**src/rtl/dot_pkg.sv**
```systemverilog
// Shared types and constants for the dot-product accumulator and its lane helpers.
package dot_pkg;

  typedef enum logic [1:0] {
    IDLE   = 2'd0,
    ACCUM  = 2'd1,
    REPORT = 2'd2
  } acc_state_t;

  localparam int LANE_W   = 4;
  localparam int PROD_MAX = 225;

endpackage

```
**src/rtl/lane_popcount.sv**
```systemverilog
// Combinational population count of the per-lane pulse vector.
module lane_popcount #(
  parameter  int NUM_LANES = 4,
  localparam int CW        = $clog2(NUM_LANES + 1)
) (
  input  logic [NUM_LANES-1:0] bits,
  output logic [CW-1:0]        count
);

  always_comb begin
    count = '0;
    for (int i = 0; i < NUM_LANES; i++) begin
      count = count + CW'(bits[i]);
    end
  end

endmodule

```
**src/rtl/dot_accumulator.sv**
```systemverilog
// Counts unary product pulses from all lanes into one saturating sum and reports it
// once every lane is done (or the cycle budget runs out), with a threshold fire flag.
module dot_accumulator
  import dot_pkg::*;
#(
  parameter int NUM_LANES = 4,
  parameter int SUM_W     = $clog2(NUM_LANES * PROD_MAX + 1),
  parameter int TIMEOUT   = 1023
) (
  input  logic                 clk,
  input  logic                 reset_n,
  input  logic                 start,
  input  logic [NUM_LANES-1:0] prod_out,
  input  logic [NUM_LANES-1:0] prod_done,
  input  logic [SUM_W-1:0]     threshold,
  output logic [SUM_W-1:0]     sum,
  output logic                 sum_valid,
  output logic                 fire,
  output logic                 timed_out,
  output logic                 busy
);

  localparam int CW    = $clog2(NUM_LANES + 1);
  localparam int SW1   = SUM_W + 1;
  localparam int CNT_W = (TIMEOUT > 1) ? $clog2(TIMEOUT) : 1;
  localparam logic [CNT_W-1:0] CNT_LAST = CNT_W'((TIMEOUT > 0) ? TIMEOUT - 1 : 0);
  localparam logic [SUM_W:0]   SUM_MAX  = {1'b0, {SUM_W{1'b1}}};

  acc_state_t           state_reg;
  logic [NUM_LANES-1:0] mask_reg;
  logic [CNT_W-1:0]     cnt_reg;
  logic [SUM_W-1:0]     thr_reg;

  logic [NUM_LANES-1:0] live_pulses;
  logic [CW-1:0]        pulse_count;
  logic [SUM_W:0]       sum_wide;
  logic [SUM_W-1:0]     sum_next;
  logic                 done_all;
  logic                 timeout_hit;

  // Lanes already marked done contribute nothing; a lane's first done cycle still counts.
  assign live_pulses = prod_out & ~mask_reg;

  lane_popcount #(.NUM_LANES(NUM_LANES)) u_pop (
    .bits  (live_pulses),
    .count (pulse_count)
  );

  assign sum_wide    = {1'b0, sum} + SW1'(pulse_count);
  assign sum_next    = (sum_wide > SUM_MAX) ? {SUM_W{1'b1}} : sum_wide[SUM_W-1:0];
  assign done_all    = &(mask_reg | prod_done);
  assign timeout_hit = (TIMEOUT != 0) && (cnt_reg == CNT_LAST);

  always_ff @(posedge clk or negedge reset_n) begin
    if (!reset_n) begin
      state_reg <= IDLE;
      sum       <= '0;
      sum_valid <= 1'b0;
      fire      <= 1'b0;
      timed_out <= 1'b0;
      busy      <= 1'b0;
      mask_reg  <= '0;
      cnt_reg   <= '0;
      thr_reg   <= '0;
    end else begin
      sum_valid <= 1'b0;
      fire      <= 1'b0;
      timed_out <= 1'b0;
      // start wins in every state; in REPORT the registered report is already on the outputs.
      if (start) begin
        state_reg <= ACCUM;
        busy      <= 1'b1;
        sum       <= '0;
        mask_reg  <= '0;
        cnt_reg   <= '0;
        thr_reg   <= threshold;
      end else begin
        case (state_reg)
          IDLE: begin
            busy <= 1'b0;
          end
          ACCUM: begin
            sum      <= sum_next;
            mask_reg <= mask_reg | prod_done;
            if (TIMEOUT != 0) begin
              cnt_reg <= cnt_reg + CNT_W'(1);
            end
            if (done_all || timeout_hit) begin
              state_reg <= REPORT;
              busy      <= 1'b0;
              sum_valid <= 1'b1;
              fire      <= (sum_next >= thr_reg);
              timed_out <= !done_all;
            end
          end
          REPORT: begin
            state_reg <= IDLE;
            busy      <= 1'b0;
          end
          default: begin
            state_reg <= IDLE;
            busy      <= 1'b0;
          end
        endcase
      end
    end
  end

endmodule

```
**config.mk**
```make
export PLATFORM = sky130hd
export DESIGN_NAME = dot_accumulator
export DESIGN_NICKNAME = d
export VERILOG_FILES = /design/src/rtl/dot_pkg.sv /design/src/rtl/lane_popcount.sv /design/src/rtl/dot_accumulator.sv
export SDC_FILE = /design/constraint.sdc
export NUM_CORES = 1
export LEC_CHECK = 0
export ABC_AREA = 1
export BUFFER_PORTS_ARGS = -buffer_cell sky130_fd_sc_hd__clkbuf_2
export CELL_PAD_IN_SITES_DETAIL_PLACEMENT = 1
export CELL_PAD_IN_SITES_GLOBAL_PLACEMENT = 1
export CORE_ASPECT_RATIO = 1.2
export CORE_MARGIN = 4
export CORE_UTILIZATION = 38
export CTS_BUF_LIST = sky130_fd_sc_hd__clkbuf_16
export CTS_CLUSTER_DIAMETER = 40
export DETAILED_ROUTE_END_ITERATION = 10
export PLACE_DENSITY_LB_ADDON = 0.2
export SETUP_SLACK_MARGIN = 0.1
export SLEW_MARGIN = 5
export SYNTH_ARGS = -nofsm -noshare
export SYNTH_HDL_FRONTEND = slang
export SYNTH_SLANG_ARGS = --single-unit
```
**constraint.sdc**
```tcl
create_clock -name clk -period 3.1 [get_ports clk]
set_input_delay 0.155 -clock clk [delete_from_list [all_inputs] [get_ports clk]]
set_output_delay 0.155 -clock clk [all_outputs]
set_load 0.02 [all_outputs]
```
After elaboration in Yosys (flattened, before gate mapping)

Cells that the tools add are included.
W data, S select, Z words.

Order comparisons: 2
Bitwise operators: 3
Add/sub/neg operators: 5
Reductions and logical operators: 6
Muxes and demuxes: 22
Equality and inequality tests: 4

Operator list:

| cell                    | count |
|---|---|
| $mux W10                | 5 |
| $mux W1                 | 12 |
| $add A10 B3 Y11         | 1 |
| $gt A11 B10 Y1 const B  | 1 |
| $add A10 B1 Y10 const B | 1 |
| $eq A10 B10 Y1 const B  | 1 |
| $ge A10 B10 Y1          | 1 |
| $mux W4                 | 2 |
| $add A3 B1 Y3           | 2 |
| $and A4 B4 Y4           | 1 |
| $mux W2                 | 2 |
| $not A4 Y4              | 1 |
| $or A4 B4 Y4            | 1 |
| $pmux W2 S2             | 1 |
| $reduce_and A4 Y1       | 1 |
| $ne A3 B3 Y1 const B    | 1 |
| $add A1 B1 Y2           | 1 |
| $eq A2 B1 Y1 const B    | 1 |
| $logic_not A2 Y1        | 1 |
| $ne A2 B2 Y1 const B    | 1 |
| $reduce_and A2 Y1       | 1 |
| $reduce_bool A2 Y1      | 1 |
| $logic_not A1 Y1        | 1 |
| $logic_or A1 B1 Y1      | 1 |

Output and inout bits: 14
Flip-flop bits (word level): 40
Logic and storage cells: 51
Input port bits: 21

Longest topological paths before layout

Depth in word-level cells: 12
Depth in mapped cells: 22
Depth with buffers taken out: 22

By module

From an unflattened synthesis, not the netlist that was laid out.

Cell total of the unflattened synthesis: 318
Area total of the unflattened synthesis: 2,411.1 µm²

By module, submodules not included:

| module          | cells an instance | area an instance (µm²) | instances | seq. area each (µm²) |
|---|---|---|---|---|
| dot_accumulator | 310               | 2,347.3                | 1         | 1,001.0 |
| lane_popcount   | 8                 | 63.8                   | 1         | 0.0 |

Worst setup path before layout

OpenSTA, ideal clock, no wires.

Path kind: register to register
Start point: register mask_reg[0]
End point: register fire
Data arrival time: 3,054 ps
Setup time: 111 ps
Stages on the path, launching flop included: 19
Data required time: 2,989 ps
Clock period less this slack: 3,165 ps
Path slack: -65 ps
Cells stage by stage: dfrtp_1 nor2_1 ha_1 fa_1 ha_1 fa_1 nand3_1 nand2_2 nand3_2 nand2_1 nand2_1 nand2_2 ha_1 nand2_1 inv_1 a21oi_1 nand4_1 nand2_2 inv_2

Longest elaborated chain between the ends: 12
Elaborated cells on any way between the ends: 15
Classes of those cells: add/sub (4); order compare (2); mux (4); bitwise (3); reduce/logical (2)

Ends and longest elaborated chain:

| what                       | line                  | source |
|---|---|---|
| from (decl)                | dot_accumulator.sv:30 | `logic [NUM_LANES-1:0] mask_reg;` |
| from (signal assigned)     | dot_accumulator.sv:84 | `mask_reg <= mask_reg \| prod_done;` |
| $not A4 Y4                 | dot_accumulator.sv:42 | `assign live_pulses = prod_out & ~mask_reg;` |
| $and A4 B4 Y4              | dot_accumulator.sv:42 |  |
| $add A1 B1 Y2              | lane_popcount.sv:13   | `count = count + CW'(bits[i]);` |
| $add A3 B1 Y3 (2 in a row) | lane_popcount.sv:13   |  |
| $add A10 B3 Y11            | dot_accumulator.sv:49 | `assign sum_wide = {1'b0, sum} + SW1'(pulse_count);` |
| $gt A11 B10 Y1             | dot_accumulator.sv:50 | `assign sum_next = (sum_wide > SUM_MAX) ? {SUM_W{1'b1}} : sum_wide[SUM_W-1:0];` |
| $mux W10                   | dot_accumulator.sv:50 |  |
| $ge A10 B10 Y1             | dot_accumulator.sv:92 | `fire <= (sum_next >= thr_reg);` |
| $mux W1 (*)                | dot_accumulator.sv:88 | `if (done_all \|\| timeout_hit) begin` |
| $mux W1 (*)                | dot_accumulator.sv:78 | `case (state_reg)` |
| $mux W1 (*)                | dot_accumulator.sv:70 | `if (start) begin` |
| to (signal assigned)       | dot_accumulator.sv:92 |  |
| to (decl)                  | dot_accumulator.sv:18 | `output logic fire,` |

Every way passes the cells marked *; elsewhere a longest branch is shown, timed or not.
A chain may end at the register's enable or synchronous reset.

Worst setup path after layout

Same ends and word-level chain as after synthesis.

==> summary.md <==
| Metric | Value |
|---|---|
| Num Clock Sinks | 40 |
| CTS clk-pin slew, worst paths | 0.06 ns |
| Non-Filler Instances | 444 |
| Crit. Startpoint | mask_reg[0]$_DFFE_PN0P_ |
| Post-Synthesis Cells | 312 |
| Setup crit end kind | flip-flop |
| Most frequent cells in the layout | nand2_1 (91), inv_1 (50), dfrtp_1 (40) |
| Final #Nets | 402 |
| Slowest-stage cell, CP | fa_2 |
| Row Count | 31 |
| Largest stage delay, worst path | 0.51 ns |
| Status | finished with violations |
| Finish-stage setup viols | 1 |
| Seq/Total Area, Yosys | 41.5% |
| Total of warnings raised by yosys | 0 |
| Critical path destination | fire$_DFF_PN0_ |
| Final setup TNS | -0.0765 ns |
| Max Slew Vio Count | 0 |
| Reg-to-Reg Start | mask_reg[0]$_DFFE_PN0P_ |
| Max Cap Violations | 0 |
| Placed Cells | 429 |
| Via count | 2157 |
| Initial Util | 39.6% |
| Yosys cell types | 31 |
| RSZ-0062 raised after global routing | yes |
| GPL Wtd Cong | 0.799 |
| Final Skew | 0.00260 ns |
| Aggregate global routing overflow | 0 |
| IO buf count | 34 |
| Die extent in x | 80.8 microns |
| CP startpoint kind | flip-flop |
| R2R setup slack | -0.08 ns |
| CTS Hold Buffers Added | 0 |
| Failing checks | negative setup slack |
| Vias in the first global route | 2319 |
| Pin count of the biggest net entering global routing | 41 |
| Post-Syn Area | 2410 sq um |
| Slew @ Worst Pin | 1.02 ns |
| R2R Path End | fire$_DFF_PN0_ |
| Worst R2R Path Depth | 18 |
| Critical Path RT | 3.28 ns |
| Fillers | 766 |
| Root Driver | clkbuf_16 |
| First-pass GRT wire length | 11.0 mm |
| Post-route DRC | 0 |
| Per-cell routed wire length | 14.2 microns |
| Final period util | 102% |
| CTS buffer count | 5 |
| Critical path class | flip-flop to flip-flop |
| DP HPWL | 4.53 mm |
| Hold Path Class | primary input to asynchronous set/reset pin |
| Fin worst setup slack | -0.0765 ns |
| Antenna Nets Post-Route | 0 |
| Area Growth Syn to Fin | 27.0% |
| Die area | 7700 sq um |
| Slew headroom | 32.3% |
| I/O pins | 35 |
| Core Footprint | 6090 sq um |
| Seq cells post-synth | 40 |
| Layout cells sized above 1 | 26.0% |
| Drt via density | 4.86 |
| Fmax | 315 MHz |
| Most common cell after layout, fill and taps aside | nand2_1 |
| Syn nets | 352 |
| Hold_ws | 0.0424 ns |
| Worst-Skew Late Latency | 0.28 ns |
| Leak | 0.00163 uW |
| All-layer global routing usage | 18.4% |
| Critical path fanouts, max | 6 |
| DR iter-0 viols | 114 |
| Worst Path Arrival | 3.36 ns |
| # H-tree levels | 2 |
| Ant. Diodes | 0 |
| PwrDens | 490 nW/um^2 |
| Cell-by-cell listing of the critical path | nor2_1, ha_1, fa_2, ha_4, fa_2, nand3_2, nand2_4, xor2_1, nand2_1, ha_1, nand2_2, inv_2, nand2_1, nand2_1, nand2_1, nand4_1, nand2_2, inv_2 |
| Mean Syn Cell Area | 7.74 sq um |
| Count of final hold-check violations | 0 |
| Die height | 95.3 microns |
| Final Critical Period | 3.18 ns |
| Crit-path most repeated cell | nand2_1 |
| Drt first pass iters | 4 |
| Final WL | 6.32 mm |
| Initial antenna violation count | 0 |
| CTS tree | yes |
| Clk buf depth | 2 |
| Peak VDD IR | 219 uV |
[synth_stat cells (all sizes together)]
cell type / instances / area share (%)
o22ai: 4 / 1.0
o21bai: 1 / 0.31
o21ai: 18 / 4.0
a31oi: 1 / 0.26
xor2: 1 / 0.36
nand4: 7 / 2.4
nor2: 26 / 4.9
nor3: 4 / 1.3
a21oi: 11 / 2.7
ha: 17 / 8.8
dfrtp: 40 / 41
clkbuf: 2 / 0.31
fa: 2 / 1.7
nand3: 18 / 4.5
nand3b: 2 / 0.62
o21a: 1 / 0.31
clkinv: 1 / 0.16
inv: 54 / 8.4
buf: 3 / 0.62
nand2: 99 / 16
[layer usage]
metal  vias to the layer above  wire length (microns)  global-route usage (%)
met5                         -                      0                       0
met4                         0                     90                    5.49
met3                         8                    215                    3.40
met2                        32                   3330                    32.9
met1                      1038                   2690                    22.3
li1                       1079                      -                       -
[where the power goes]
| part | switching (uW) | leakage (uW) | internal, uW |
|---|---|---|---|
| clock network | 194 | 0.0000648 | 288 |
| registers | 36.2 | 0.000526 | 566 |
| logic | 239 | 0.00104 | 179 |
| total | 470 | 0.00163 | 1030 |
[worst min-delay path by stage]
stage / depth (start not counted) / endpoint / slack [ns]
floorplan: 0 / busy$_DFFE_PN0P_ / -0.14
global placement: 3 / thr_reg[3]$_DFFE_PN0P_ / 0.36
detailed placement: 3 / thr_reg[9]$_DFFE_PN0P_ / 0.37
CTS: 3 / thr_reg[9]$_DFFE_PN0P_ / 0.07
global route: 3 / thr_reg[0]$_DFFE_PN0P_ / 0.09
finish: 1 / mask_reg[2]$_DFFE_PN0P_ / 0.04
[layout make-up]
cell class                      instances  area (sq um)  share of cell area (%)
Tap cell                               82           103                    3.35
Multi-Input combinational cell        212          1340                    43.8
Sequential cell                        40          1000                    32.7
Clock inverter                          2          7.51                   0.245
Timing Repair Buffer                   48           279                    9.11
Inverter                               55           206                    6.74
Clock buffer                            5           125                    4.08
[kinds of logic after synthesis]
family / after synthesis / share of synthesized area [%]
XOR/XNOR: 1 / 0.363
AO/OA/AOI/OAI: 36 / 8.71
buffers and inverters: 60 / 9.49
AND/OR/NAND/NOR: 156 / 29.5
adder cells (fa/ha/maj): 19 / 10.5
flip-flops: 40 / 41.5
[critical path, delay by kind of cell, from the launching register on]
| kind | cells | cell delay (ns) |
|---|---|---|
| adder cells (fa/ha/maj) | 5 | 1.61 |
| XOR/XNOR | 1 | 0.16 |
| flip-flops | 1 | 0.37 |
| AND/OR/NAND/NOR | 10 | 0.85 |
| buffers and inverters | 2 | 0.07 |
[timing repair]
action | CTS | global route
endpoints found under the hold margin | 0 | 0
buffers inserted | 5 | 3
setup endpoints to repair | 1 | 1
pin swaps | 16 | 8
gates resized for setup | 20 | 4
[metrics by stage]
step | power, uW | worst slack (ns) | utilization (%) | instance area, sq um
6_report | 1500 | -0.0765 | 50.3 | 3060
5_1_grt | 1620 | -0.279 | 50.3 | 3060
4_1_cts | 1510 | -0.0224 | 49.7 | 3030
3_5_place_dp | 973 | -0.118 | 45.0 | 2740
3_3_place_gp | 963 | -0.0697 | 45.0 | 2740
2_1_floorplan | 847 | 0.114 | - | 2440
Note: power is estimated with default switching activity, not from simulation.
